### src/rtl/mux_sel_arbiter.sv
// -----------------------------------------------------------------------------
// mux_sel_arbiter
//
// Round-robin arbiter for one shared 4:1 32-bit datapath mux. Four requesters
// compete for a single consumer. The winner's index drives the mux select, and
// the grant is held until the consumer reports completion or the owner drops
// its request. On release the arbiter hands the grant straight to the next
// requester in round-robin order, with no idle cycle in between.
//
// Optional feature (macro ARB_WDOG_EN):
//   When defined, a hold counter revokes any grant that stays active for
//   MAX_HOLD cycles without completion or abort. The revocation pulses
//   wdog_err for one cycle, and the revoked requester sits out that single
//   re-arbitration. When undefined, the counter is not built and wdog_err is 0.
//
// Parameters:
//   MAX_HOLD  cycles a single grant may stay active under the watchdog (1..255)
//   CNT_W     hold counter width; 2**CNT_W must exceed MAX_HOLD
//
// Ports:
//   clk       system clock, rising edge
//   rst_n     asynchronous active-low reset
//   req[3:0]  level requests, bit i = requester i
//   done      consumer finishes the current transfer this cycle
//   gnt[3:0]  registered one-hot grant, zero when idle
//   sel[1:0]  registered mux select, index of the granted requester;
//             keeps its last value while idle
//   busy      registered, high while a grant is active
//   wdog_err  registered one-cycle pulse when the watchdog revokes a grant
// -----------------------------------------------------------------------------
module mux_sel_arbiter #(
    parameter int MAX_HOLD = 15,
    parameter int CNT_W    = 8
) (
    input  logic       clk,
    input  logic       rst_n,
    input  logic [3:0] req,
    input  logic       done,
    output logic [3:0] gnt,
    output logic [1:0] sel,
    output logic       busy,
    output logic       wdog_err
);

    // Elaboration-time parameter sanity check.
    if (MAX_HOLD < 1 || MAX_HOLD > 255 || (2 ** CNT_W) <= MAX_HOLD) begin : g_bad_cfg
        $error("mux_sel_arbiter: MAX_HOLD must be 1..255 and below 2**CNT_W");
    end

    typedef enum logic {
        IDLE  = 1'b0,
        GRANT = 1'b1
    } state_t;

    state_t     state, state_nx;
    logic [1:0] last, last_nx;
    logic [3:0] gnt_nx;
    logic [1:0] sel_nx;
    logic       busy_nx;

    logic       owner_req;
    logic       trip;        // watchdog revocation this cycle
    logic       release_now; // current grant ends on this edge
    logic [3:0] cand;        // requests eligible for the next arbitration
    logic [2:0] pick;        // {found, index}
    logic       start_grant; // a new grant is loaded on this edge

    // Round-robin search starting at (l + 1) mod 4. The loop runs from the
    // lowest priority to the highest, so the highest-priority hit is written
    // last and wins.
    function automatic logic [2:0] rr_pick(input logic [3:0] r, input logic [1:0] l);
        logic [2:0] res;
        logic [1:0] idx;
        res = 3'b000;
        for (int k = 4; k >= 1; k--) begin
            idx = l + 2'(k);
            if (r[idx]) begin
                res = {1'b1, idx};
            end
        end
        return res;
    endfunction

    // While a grant is active, last always equals the owner's index.
    assign owner_req   = req[last];
    assign release_now = (state == GRANT) && (done || !owner_req || trip);
    // A revoked owner is masked out for this one arbitration only.
    assign cand        = trip ? (req & ~(4'b0001 << last)) : req;
    assign pick        = rr_pick(cand, last);

    // -------------------------------------------------------------------------
    // Next-state and next-output logic
    // -------------------------------------------------------------------------
    always_comb begin
        state_nx    = state;
        last_nx     = last;
        gnt_nx      = gnt;
        sel_nx      = sel;
        busy_nx     = busy;
        start_grant = 1'b0;

        unique case (state)
            IDLE: begin
                // In IDLE there is no trip, so cand equals req.
                if (pick[2]) begin
                    start_grant = 1'b1;
                end
            end
            GRANT: begin
                if (release_now) begin
                    if (pick[2]) begin
                        start_grant = 1'b1;
                    end else begin
                        state_nx = IDLE;
                        gnt_nx   = 4'b0000;
                        busy_nx  = 1'b0;
                    end
                end
            end
            default: begin
                state_nx = IDLE;
            end
        endcase

        if (start_grant) begin
            state_nx = GRANT;
            last_nx  = pick[1:0];
            sel_nx   = pick[1:0];
            gnt_nx   = 4'b0001 << pick[1:0];
            busy_nx  = 1'b1;
        end
    end

    // State register
    always_ff @(posedge clk or negedge rst_n) begin
        if (!rst_n) begin
            state <= IDLE;
            last  <= 2'd3;
            gnt   <= 4'b0000;
            sel   <= 2'd0;
            busy  <= 1'b0;
        end else begin
            state <= state_nx;
            last  <= last_nx;
            gnt   <= gnt_nx;
            sel   <= sel_nx;
            busy  <= busy_nx;
        end
    end

`ifdef ARB_WDOG_EN
    // The counter is 0 on the first cycle of a grant. Tripping when it holds
    // MAX_HOLD-1 means the counter reaches MAX_HOLD on the revoking edge, so a
    // grant lasts exactly MAX_HOLD cycles.
    localparam logic [CNT_W-1:0] HOLD_LIM = CNT_W'(MAX_HOLD - 1);
    localparam logic [CNT_W-1:0] CNT_MAX  = {CNT_W{1'b1}};

    logic [CNT_W-1:0] hold_cnt;

    assign trip = (state == GRANT) && !done && owner_req && (hold_cnt == HOLD_LIM);

    always_ff @(posedge clk or negedge rst_n) begin
        if (!rst_n) begin
            hold_cnt <= '0;
            wdog_err <= 1'b0;
        end else begin
            wdog_err <= trip;
            if (start_grant || state != GRANT) begin
                hold_cnt <= '0;
            end else if (hold_cnt != CNT_MAX) begin
                hold_cnt <= hold_cnt + 1'b1;
            end
        end
    end
`else
    assign trip     = 1'b0;
    assign wdog_err = 1'b0;
`endif

endmodule
### config.mk
export PLATFORM = sky130hd
export DESIGN_NAME = mux_sel_arbiter
export DESIGN_NICKNAME = d
export VERILOG_FILES = /design/src/rtl/mux_sel_arbiter.sv
export SDC_FILE = /design/constraint.sdc
export NUM_CORES = 1
export LEC_CHECK = 0
export BUFFER_PORTS_ARGS = -buffer_cell sky130_fd_sc_hd__buf_4
export CORE_MARGIN = 2
export CORE_UTILIZATION = 30
export CTS_BUF_LIST = sky130_fd_sc_hd__clkbuf_16
export DETAILED_ROUTE_END_ITERATION = 8
export GPL_TIMING_DRIVEN = 0
export SLEW_MARGIN = 20
export SYNTH_ARGS = -nofsm -noshare
export SYNTH_HDL_FRONTEND = slang
export SYNTH_SLANG_ARGS = --single-unit
### constraint.sdc
create_clock -name clk -period 1.8 [get_ports clk]
set_input_delay 0.09 -clock clk [delete_from_list [all_inputs] [get_ports clk]]
set_output_delay 0.09 -clock clk [all_outputs]
set_load 0.01 [all_outputs]
==> key figures <==
Cells and area
  • Number of antenna repair diodes: 0
  • Proportion of layout cells with a drive suffix above 1: between 40% and 50%
  • Area used by multi-input combinational logic: between 200 and 300 µm²
  • Post-Layout Inst Area: between 700 and 800 µm²
  • # fillers: about 190
  • Layout-stage area growth over the synthesis result: 43.1%
  • Final design utilization: ~46%
  • Final net count: a little under 80
  • Register area: 253 µm²

Pwr
  • Leakage power of the design: about 0.36 nW
  • Worst IR Drop VDD: between 0.8 and 0.9 mV
  • Power per cell area: about 1700 nW/µm²

Synthesis
  • Post-synth net total: 57
  • Flop and latch count out of synthesis: 10
  • Synthesized netlist cell count: 50
  • Avg Inst Size Synth: about 11 µm²
  • Warnings, synthesis: 0
  • Fraction of the yosys area taken by sequential cells: between 40% and 50%
  • Number of distinct library cell variants in the gate-level netlist after synthesis: 24
  • Synthesized cell area: between 500 and 600 µm²

Worst setup path
  • R2R Setup Slk: roughly 0.037 ns
  • R2R Path Start: last[0]
  • Type of origin of the critical path: register
  • Type of the setup path with the least slack: register to register
  • Data arrival time at the worst-slack endpoint: 1.88 ns
  • Worst R2R End: sel[0]
  • Critical Path RT: approximately 1.9 ns
  • Category of the worst setup path capture point: register
  • Reg2Reg Depth: 3
  • Maximum net fanout on the critical path: 4

STA
  • Setup skew after layout: roughly 0.0014 ns
  • Final setup violation count: 0
  • Worst rel slew slack: a little over three fifths
  • Tcrit/Tclk final: a little over nine tenths
  • Count of pins over their slew limit: 0
  • Unrepaired setup endpoints after global routing: false
  • FMAX: about 570 MHz
  • Final Critical Period: 1.76 ns
  • Worst slew pin tran: around 0.55 ns
  • Final Hold Fails: 0

Floorplan
  • Total core area: around 1700 µm²
  • IO Pins: 15
  • Floorplan die height: approximately 47 µm
  • Floorplan row count: 15
  • Initial Utilization: 31.8%
  • DIE AREA: around 2200 µm²
  • Die X: around 47 µm

Detailed routing
  • Detail Route Antenna Nets: 0
  • Per-cell via count in the routed design: between 4 and 5
  • Met2 WL: around 490 µm
  • Detailed route wirelength on metal3: roughly 72 µm
  • Routed wire length: 1.05 mm
  • Average routed wire per standard cell: roughly 11 µm
  • Total iterations of the first detailed-routing run: 2
  • 1st-iter DRT viols: 8
  • Number of vias after detailed routing: around 420
  • Detailed-routing wirelength on met1: around 480 µm
  • Uppermost signal routing layer after detailed routing: met4
  • Final routed DRC violation total: 0

Job
  • Max-cap check violation count: 0

Min path
  • Worst Hold Path EP: state
  • Worst hold path type: primary input to register
  • Hold Crit Start: req[0]
  • Hold Path Depth: 3

Clock network
  • Cells resized by post-CTS repair: 0
  • Clock insertion delay at the later pin of the skew report: 0.23 ns
  • Sinks on the clock net: 10
  • Number of H-tree levels: 1
  • Number of buffers created by CTS: 3
  • Root Buffer Master: sky130_fd_sc_hd__clkbuf_16
  • Clock slew at reported path FFs: 0.04 ns
  • CTS tree: built
  • CTS Buffer Depth: 2

Placement
  • Final weighted congestion of routability-driven global placement: between 0.6 and 0.7
  • Quantity of I/O buffers inserted on ports: 13
  • Half-perimeter wire length after detailed placement: approximately 770 µm
  • Placed inst area: 678 µm²

Global route
  • Largest net degree at the start of global routing: 11
  • Number of antenna violations at the first check in global routing: 0
  • Vias in the first global route: 420
  • All-Layer GR Usage: ~12%
  • Remaining global-route overflow: 0
  • Global-route wire length before repair: 1.79 mm

Run status
  • Status: complete, no violations
[state kept, by name (all words and copies together), names as in the netlist]
name	cells
gnt	4
last	2
sel	2
busy	1
state	1
[timing repair]
action / in CTS / in global routing
pin swaps: 0 / 0
hold endpoints to repair: 10 / 0
setup buffers: 2 / 1
endpoints found under the setup margin: 1 / 2
hold buffers: 1 / 0
[routing by layer]
layer | GRT usage [%] | vias to the layer above
met1 | 14.8 | 196
met5 | 0 | -
met4 | 5.00 | 0
met3 | 6.92 | 2
met2 | 18.6 | 10
li1 | - | 216
[how the worst max path moves through the flow]
stage / startpoint / endpoint / slack [ns]
floorplan: last[0] / sel[0] / 0.06
finish: last[0] / sel[0] / 0.04
global placement: last[0] / sel[0] / -0.02
detailed placement: last[0] / sel[0] / -0.01
global route: last[0] / sel[0] / 0.002
CTS: last[0] / sel[0] / 0.03
[through the flow]
step / hold slack [ns] / power, mW / setup slack, ns / setup TNS (ns) / std cells
global placement: -0.0766 / 0.890 / -0.0200 / -0.0200 / 88
CTS: 0.145 / 1.32 / 0.0251 / 0 / 94
floorplan: -0.206 / 0.716 / 0.0552 / 0 / 50
finish: 0.148 / 1.32 / 0.0373 / 0 / 95
global route: 0.161 / 1.41 / 0.00181 / 0 / 95
detailed placement: -0.0711 / 0.892 / -0.0141 / -0.0141 / 88
[power by group]
part           leakage, nW  switching [mW]  internal, mW
clock               0.0370          0.0949         0.287
sequential           0.115          0.0527         0.334
combinational        0.211           0.245         0.310
total                0.363           0.393         0.930
[Yosys cell counts]
library cell	number	area, µm²
sky130_fd_sc_hd__nand2_1	9	33.8
sky130_fd_sc_hd__o21ai_1	2	10.0
sky130_fd_sc_hd__o32ai_2	1	16.3
sky130_fd_sc_hd__and3b_1	1	8.76
sky130_fd_sc_hd__dfstp_2	2	52.6
sky130_fd_sc_hd__mux2i_1	1	10.0
sky130_fd_sc_hd__o2bb2ai_2	1	15.0
sky130_fd_sc_hd__nor2_1	2	7.51
sky130_fd_sc_hd__nand2b_1	2	12.5
sky130_fd_sc_hd__nor4_2	1	12.5
sky130_fd_sc_hd__dfrtp_1	8	200
sky130_fd_sc_hd__a32o_1	1	10.0
sky130_fd_sc_hd__a21oi_4	1	16.3
sky130_fd_sc_hd__a21o_1	2	15.0
sky130_fd_sc_hd__buf_2	1	5.00
sky130_fd_sc_hd__o221ai_1	1	8.76
sky130_fd_sc_hd__mux2_4	2	30.0
sky130_fd_sc_hd__nor2b_1	3	18.8
sky130_fd_sc_hd__conb_1	1	3.75
sky130_fd_sc_hd__mux4_2	1	22.5
sky130_fd_sc_hd__a21oi_1	4	20.0
sky130_fd_sc_hd__buf_4	1	7.51
sky130_fd_sc_hd__inv_2	1	3.75
sky130_fd_sc_hd__a22o_1	1	8.76
[layout make-up]
| class | count | area share, % |
|---|---|---|
| Multi-Input combinational cell | 37 | 35.7 |
| Clock buffer | 3 | 9.55 |
| Buffer | 2 | 1.59 |
| Sequential cell | 10 | 32.2 |
| Timing Repair Buffer | 17 | 16.6 |
| Tap cell | 25 | 3.98 |
| Inverter | 1 | 0.478 |
[cells by family after synthesis]
family	synth area share (%)
buf+inv	2.96
compound gates	21.9
flops	46.0
simple gates	17.1
mux	11.4
other cells	0.683
[worst max-delay path, stage by stage, from the launching register on]
cell and delay (ns):
sky130_fd_sc_hd__dfstp_2 0.55, sky130_fd_sc_hd__mux4_2 0.56, sky130_fd_sc_hd__a21oi_4 0.21, sky130_fd_sc_hd__mux2_4 0.32
[placed cells by master, fill, tap and decap left out, types with 3 or more instances in the layout]
| cell | count |
|---|---|
| sky130_fd_sc_hd__nor2b_1 | 3 |
| sky130_fd_sc_hd__dfrtp_1 | 8 |
| sky130_fd_sc_hd__nand2_1 | 9 |
| sky130_fd_sc_hd__buf_4 | 17 |
| sky130_fd_sc_hd__a21oi_1 | 4 |
| sky130_fd_sc_hd__clkbuf_16 | 3 |
No activity file was read; power rests on OpenSTA's default activity.
